### src/rtl/pll_lock_sequencer.sv
// PLL reset/lock sequencer on refclk: pulses PLL reset, waits for and qualifies lock, then releases sys_reset.
// Define PLL_RETRY_LIMIT_EN to bound lock timeouts with a sticky FAIL state (fail_o tied 0 otherwise).
module pll_lock_sequencer #(
    parameter int RST_CYCLES    = 16,
    parameter int LOCK_TIMEOUT  = 65536,
    parameter int STABLE_CYCLES = 1024,
    parameter int SYNC_STAGES   = 2,
    parameter int MAX_RETRIES   = 4
) (
    input  logic       refclk_i,
    input  logic       rst_i,
    input  logic       pll_locked_i,
    output logic       pll_rst_o,
    output logic       sys_reset_o,
    output logic       ready_o,
    output logic       fail_o,
    output logic [7:0] lock_loss_cnt_o
);
    localparam int MAX_AB  = (RST_CYCLES > LOCK_TIMEOUT) ? RST_CYCLES : LOCK_TIMEOUT;
    localparam int MAX_CYC = (MAX_AB > STABLE_CYCLES) ? MAX_AB : STABLE_CYCLES;
    localparam int CW      = $clog2(MAX_CYC) + 1;

    localparam logic [CW-1:0] RST_LAST     = CW'(RST_CYCLES - 1);
    localparam logic [CW-1:0] TIMEOUT_LAST = CW'(LOCK_TIMEOUT - 1);
    // The locked sample that moved us out of WAIT_LOCK is the first of the stable window.
    localparam logic [CW-1:0] STABLE_LAST  = CW'((STABLE_CYCLES >= 2) ? STABLE_CYCLES - 2 : 0);

    if (RST_CYCLES < 1 || LOCK_TIMEOUT < 2 || STABLE_CYCLES < 1 || SYNC_STAGES < 2 || MAX_RETRIES < 1) begin : g_bad_params
        $error("pll_lock_sequencer: illegal parameter value");
    end

    typedef enum logic [2:0] {
        S_PLL_RST   = 3'd0,
        S_WAIT_LOCK = 3'd1,
        S_STABLE    = 3'd2,
        S_RUN       = 3'd3,
        S_FAIL      = 3'd4
    } state_t;

    state_t          state_q, state_d;
    logic [CW-1:0]   cnt_q, cnt_d;
    logic [7:0]      lock_loss_q, lock_loss_d;
    logic            pll_rst_q, pll_rst_d;
    logic            sys_reset_q, sys_reset_d;
    logic            ready_q, ready_d;
    logic            fail_q, fail_d;
    logic [SYNC_STAGES-1:0] sync_q;
    logic            locked_s;

`ifdef PLL_RETRY_LIMIT_EN
    localparam int RW = $clog2(MAX_RETRIES + 1);
    localparam logic [RW-1:0] RETRY_LAST = RW'(MAX_RETRIES - 1);
    logic [RW-1:0]   retry_q, retry_d;
`endif

    always_ff @(posedge refclk_i or posedge rst_i) begin
        if (rst_i) begin
            sync_q <= '0;
        end else begin
            sync_q <= {sync_q[SYNC_STAGES-2:0], pll_locked_i};
        end
    end

    assign locked_s = sync_q[SYNC_STAGES-1];

    always_comb begin
        state_d     = state_q;
        cnt_d       = cnt_q;
        lock_loss_d = lock_loss_q;
`ifdef PLL_RETRY_LIMIT_EN
        retry_d     = retry_q;
`endif
        case (state_q)
            S_PLL_RST: begin
                cnt_d = cnt_q + 1'b1;
                if (cnt_q == RST_LAST) begin
                    state_d = S_WAIT_LOCK;
                end
            end
            S_WAIT_LOCK: begin
                cnt_d = cnt_q + 1'b1;
                if (locked_s) begin
                    state_d = (STABLE_CYCLES == 1) ? S_RUN : S_STABLE;
                end else if (cnt_q == TIMEOUT_LAST) begin
`ifdef PLL_RETRY_LIMIT_EN
                    if (retry_q == RETRY_LAST) begin
                        state_d = S_FAIL;
                    end else begin
                        retry_d = retry_q + 1'b1;
                        state_d = S_PLL_RST;
                    end
`else
                    state_d = S_PLL_RST;
`endif
                end
            end
            S_STABLE: begin
                cnt_d = cnt_q + 1'b1;
                if (!locked_s) begin
                    state_d = S_PLL_RST;
                end else if (cnt_q == STABLE_LAST) begin
                    state_d = S_RUN;
                end
            end
            S_RUN: begin
                if (!locked_s) begin
                    state_d = S_PLL_RST;
                    if (lock_loss_q != 8'hFF) begin
                        lock_loss_d = lock_loss_q + 8'd1;
                    end
                end
            end
`ifdef PLL_RETRY_LIMIT_EN
            S_FAIL: begin
                state_d = S_FAIL;
            end
`endif
            default: begin
                state_d = S_PLL_RST;
            end
        endcase

        if (state_d != state_q) begin
            cnt_d = '0;
        end
`ifdef PLL_RETRY_LIMIT_EN
        if (state_d == S_RUN) begin
            retry_d = '0;
        end
        fail_d      = (state_d == S_FAIL);
`else
        fail_d      = 1'b0;
`endif
        // Outputs are decoded from the next state so they change on the transition edge itself.
        pll_rst_d   = (state_d == S_PLL_RST) || (state_d == S_FAIL);
        sys_reset_d = (state_d != S_RUN);
        ready_d     = (state_d == S_RUN);
    end

    always_ff @(posedge refclk_i or posedge rst_i) begin
        if (rst_i) begin
            state_q     <= S_PLL_RST;
            cnt_q       <= '0;
            lock_loss_q <= 8'd0;
            pll_rst_q   <= 1'b1;
            sys_reset_q <= 1'b1;
            ready_q     <= 1'b0;
            fail_q      <= 1'b0;
`ifdef PLL_RETRY_LIMIT_EN
            retry_q     <= '0;
`endif
        end else begin
            state_q     <= state_d;
            cnt_q       <= cnt_d;
            lock_loss_q <= lock_loss_d;
            pll_rst_q   <= pll_rst_d;
            sys_reset_q <= sys_reset_d;
            ready_q     <= ready_d;
            fail_q      <= fail_d;
`ifdef PLL_RETRY_LIMIT_EN
            retry_q     <= retry_d;
`endif
        end
    end

    assign pll_rst_o       = pll_rst_q;
    assign sys_reset_o     = sys_reset_q;
    assign ready_o         = ready_q;
    assign fail_o          = fail_q;
    assign lock_loss_cnt_o = lock_loss_q;
endmodule

### config.mk
export PLATFORM = sky130hd
export DESIGN_NAME = pll_lock_sequencer
export DESIGN_NICKNAME = d
export VERILOG_FILES = /design/src/rtl/pll_lock_sequencer.sv
export SDC_FILE = /design/constraint.sdc
export NUM_CORES = 1
export LEC_CHECK = 0
export BUFFER_PORTS_ARGS = -buffer_cell sky130_fd_sc_hd__clkbuf_2
export CORE_ASPECT_RATIO = 0.75
export CORE_MARGIN = 2
export CORE_UTILIZATION = 60
export CTS_BUF_LIST = sky130_fd_sc_hd__clkbuf_8
export DETAILED_ROUTE_END_ITERATION = 10
export GPL_ROUTABILITY_DRIVEN = 0
export PLACE_DENSITY_LB_ADDON = 0.1
export REMOVE_ABC_BUFFERS = 1
export SYNTH_ARGS = -nofsm -noshare
export SYNTH_HDL_FRONTEND = slang
export SYNTH_SLANG_ARGS = --single-unit
### constraint.sdc
create_clock -name refclk_i -period 2.82 [get_ports refclk_i]
set_clock_uncertainty 0.05 [all_clocks]
set_input_delay 0.141 -clock refclk_i [delete_from_list [all_inputs] [get_ports refclk_i]]
set_output_delay 0.141 -clock refclk_i [all_outputs]
set_load 0.005 [all_outputs]
==> out/qor.csv <==
stage;metric;value;unit
detailed_routing;vias per std cell;5.73;
synth;Area contributors post-synth;dfrtp_1 48%, xnor2_1 5.4%, nor2_1 5.4%;
detailed_routing;WL met1;1530;um
timing;ratio of final minimum period to clock period;0.849;
clock_network;Clock transition at path regs;0.07;ns
synth;Synth Register Bits;33;
setup_path;Crit Path Class;reg -> reg;
placed_design;post-placement cell area;1690;um2
clock_network;Post-CTS Setup Inserts;0;
detailed_routing;drt drc;0;
floorplan;Die Y-Extent;48.9;um
setup_path;critical path depth;6;
setup_path;CP max stage cell;a311oi_1;
timing;WHS;0.305;ns
clock_network;maximum clock insertion buffer count;2;
floorplan;core area;2580;um2
setup_path;critical path fanouts, max;7;
synth;average cell area after synthesis;10.5;um2
detailed_routing;WL met3;171;um
clock_network;clk_lat worst skew;0.29;ns
timing;Final Max Slew Viols;0;
power;pwr dens;501;nW/um2
synth;Post-synth EDFFs;0;
setup_path;kind of start point of the critical path;register;
timing;maximum operating frequency;417;MHz
detailed_routing;vias;1215;
layout;# fillers;185;
placed_design;Setup Slack @ Placement;0.477;ns
timing;setup TNS;0;ns
power;Max rail drop VDD;0.374;mV
layout;post-route design area;1810;um2
clock_network;Sink Count;33;
global_route;gr ovfl total;0;
layout;synth-to-layout area growth;12.7;%
timing;Relative slew margins;0.331;
setup_path;Critical Path RT;2.99;ns
detailed_routing;top layer in use;met4;
setup_path;CP top delay family;compound AO/OA/AOI/OAI gates;
synth;cells after synthesis;154;
min_path;min-delay src;sync_q[0]$_DFF_PP0_;
timing;RSZ-0062 raised after global routing;no;
setup_path;worst path buffer plus inverter count;0;
floorplan;die width;63.8;um
placed_design;hpwl dp;2290;um
min_path;WHS Path Cells;0;
flow_run;MaxCap Viol Count;0;
synth;most common flop cell mapped by yosys;dfrtp_1;
global_route;first-pass GRT wire length;5630;um
setup_path;Crit. End Element;register;
setup_path;CP startpoint;lock_loss_cnt_o[0]$_DFFE_PP0P_;
synth;Yosys top cell by area;dfrtp_1;
global_route;GRT Util Overall;0.237;
synth;asr flop ratio synth;1.00;
timing;Fin. Hold Viols;0;
global_route;largest net degree at the start of global routing;34;
setup_path;critical path data arrival time;2.56;ns
detailed_routing;drt wl/cell;15.0;um
power;LEAKAGE;0.000821;uW
clock_network;CTS tree;yes;
synth;area share of the largest cell type after synthesis;0.482;
clock_network;TritonCTS Buffers;5;
timing;Tmin final;2.40;ns
setup_path;worst path cell trace;ha_1 -> and2_1 -> a311oi_1 -> nand3_1 -> nor2_1 -> xor2_1;
detailed_routing;First DRT Iteration DRCs;143;
global_route;number of global-route vias before repair;1190;
setup_path;worst r2r src;lock_loss_cnt_o[0]$_DFFE_PP0P_;
synth;sequential share of the synthesized area;0.514;
setup_path;r2r worst-path depth;6;
detailed_routing;post-route antenna net violation count;0;
synth;Yosys warnings;0;
min_path;Worst Hold Class;reg -> reg;
run_status;status;completed;
floorplan;initial core utilization;0.624;
clock_network;H-tree Lvls;2;
setup_path;slowest cell delay on critical path;0.82;ns
clock_network;root buffer cell;clkbuf_8;
detailed_routing;Pre-antenna DRT Iters;4;
timing;Worst-Margin Slew;0.996;ns
detailed_routing;wire length on met2;1450;um
synth;Syn Std Cell Area;1610;um2
synth;most common cell in the netlist;dfrtp_1;
detailed_routing;Routed WL;3170;um
floorplan;IO Count;15;
layout;# diodes;0;
timing;final worst slack;0.425;ns
synth;Post-synth top cells;31 x dfrtp_1, 23 x nor2_1, 10 x nand2_1, 10 x xnor2_1, 9 x xor2_1;
layout;fin nets;182;
global_route;initial antenna violation count;0;
layout;share of layout cells above drive strength 1;0.170;
floorplan;Die ar.;3120;um2
synth;library cells used by synthesis;42;
timing;final setup fails;0;
placed_design;input/output buffers;13;
floorplan;row cnt;16;
where the power goes:
group | switching (uW) | total (uW) | internal, uW
clock network | 170 | 390 | 220
logic | 20.1 | 31.3 | 11.2
registers | 8.56 | 488 | 479
total | 198 | 909 | 711
registers in the layout (all words and copies together) (netlist names):
name	flops
cnt_q	17
lock_loss_cnt_o	8
pll_rst_o	1
ready_o	1
state_q	3
sync_q	2
sys_reset_o	1
final cells by class:
type	instances	area, um2	share of cell area
Clock buffer	7	96.3	0.0531
Sequential cell	33	828	0.457
Clock inverter	1	5.00	0.00276
Inverter	7	26.3	0.0145
Multi-Input combinational cell	112	721	0.397
Tap cell	36	45.0	0.0248
Timing Repair Buffer	16	92.6	0.0510
through the flow:
stage          utilization  power [uW]  instances
6_report             0.703         909        212
5_1_grt              0.703         940        212
4_1_cts              0.703         913        212
3_5_place_dp         0.656         525        202
3_3_place_gp         0.656         523        202
2_1_floorplan            -         514        152
path summary, 6_finish.rpt:
path | endpoint | slack, ns
worst min register to register | sync_q[1]$_DFF_PP0_ | 0.30
worst min-delay path | sync_q[1]$_DFF_PP0_ | 0.30
max in group asynchronous | pll_rst_o$_DFF_PP1_ | 1.96
worst max register to register | lock_loss_cnt_o[7]$_DFFE_PP0P_ | 0.42
worst max-delay path | lock_loss_cnt_o[7]$_DFFE_PP0P_ | 0.42
min in group asynchronous | lock_loss_cnt_o[3]$_DFFE_PP0P_ | 0.43
what timing repair did:
item / CTS / global route
endpoints found under the setup margin: 0 / 0
hold buffers: 2 / 0
gates resized for setup: 0 / 0
endpoints found under the hold margin: 32 / 0
cell usage in the layout, fill, tap and decap left out, types with 2 or more instances in the layout:
| master | n |
|---|---|
| dfrtp_1 | 31 |
| nor2_1 | 23 |
| clkbuf_2 | 13 |
| nand2_1 | 10 |
| xnor2_1 | 10 |
| xor2_1 | 9 |
| nand3_1 | 8 |
| inv_1 | 7 |
| clkbuf_8 | 7 |
| nand4_1 | 5 |
| nor4_1 | 4 |
| nor3_1 | 4 |
| ha_1 | 4 |
| and4_1 | 3 |
| a311oi_1 | 2 |
| nor3b_1 | 2 |
| a21oi_1 | 2 |
| nor2b_1 | 2 |
| or3_1 | 2 |
| conb_1 | 2 |
| dlygate4sd3_1 | 2 |
| dfstp_2 | 2 |
worst reg2reg max path, cell delays in order (launching register included):
cell and delay, ns:
dfrtp_1 0.43, ha_1 0.27, and2_1 0.17, a311oi_1 0.82
nand3_1 0.25, nor2_1 0.17, xor2_1 0.16
logic make-up (layout without fill, tap and decap cells):
kind of cell	after synthesis	in the layout	share of synthesized area
AO/OA/AOI/OAI	12	12	0.0552
XOR/XNOR	19	19	0.103
adder cells (fa/ha/maj)	4	4	0.0311
buffers and inverters	10	31	0.0404
flip-flops	33	33	0.514
multiplexers	1	1	0.00699
other	1	2	0.00233
AND/OR/NAND/NOR	74	74	0.246
metal layers:
layer	up-vias	global-route usage
li1	580	-
met1	592	0.343
met2	39	0.337
met3	4	0.0647
met4	0	0.0978
met5	-	0
Note: power is estimated with default switching activity, not from simulation.
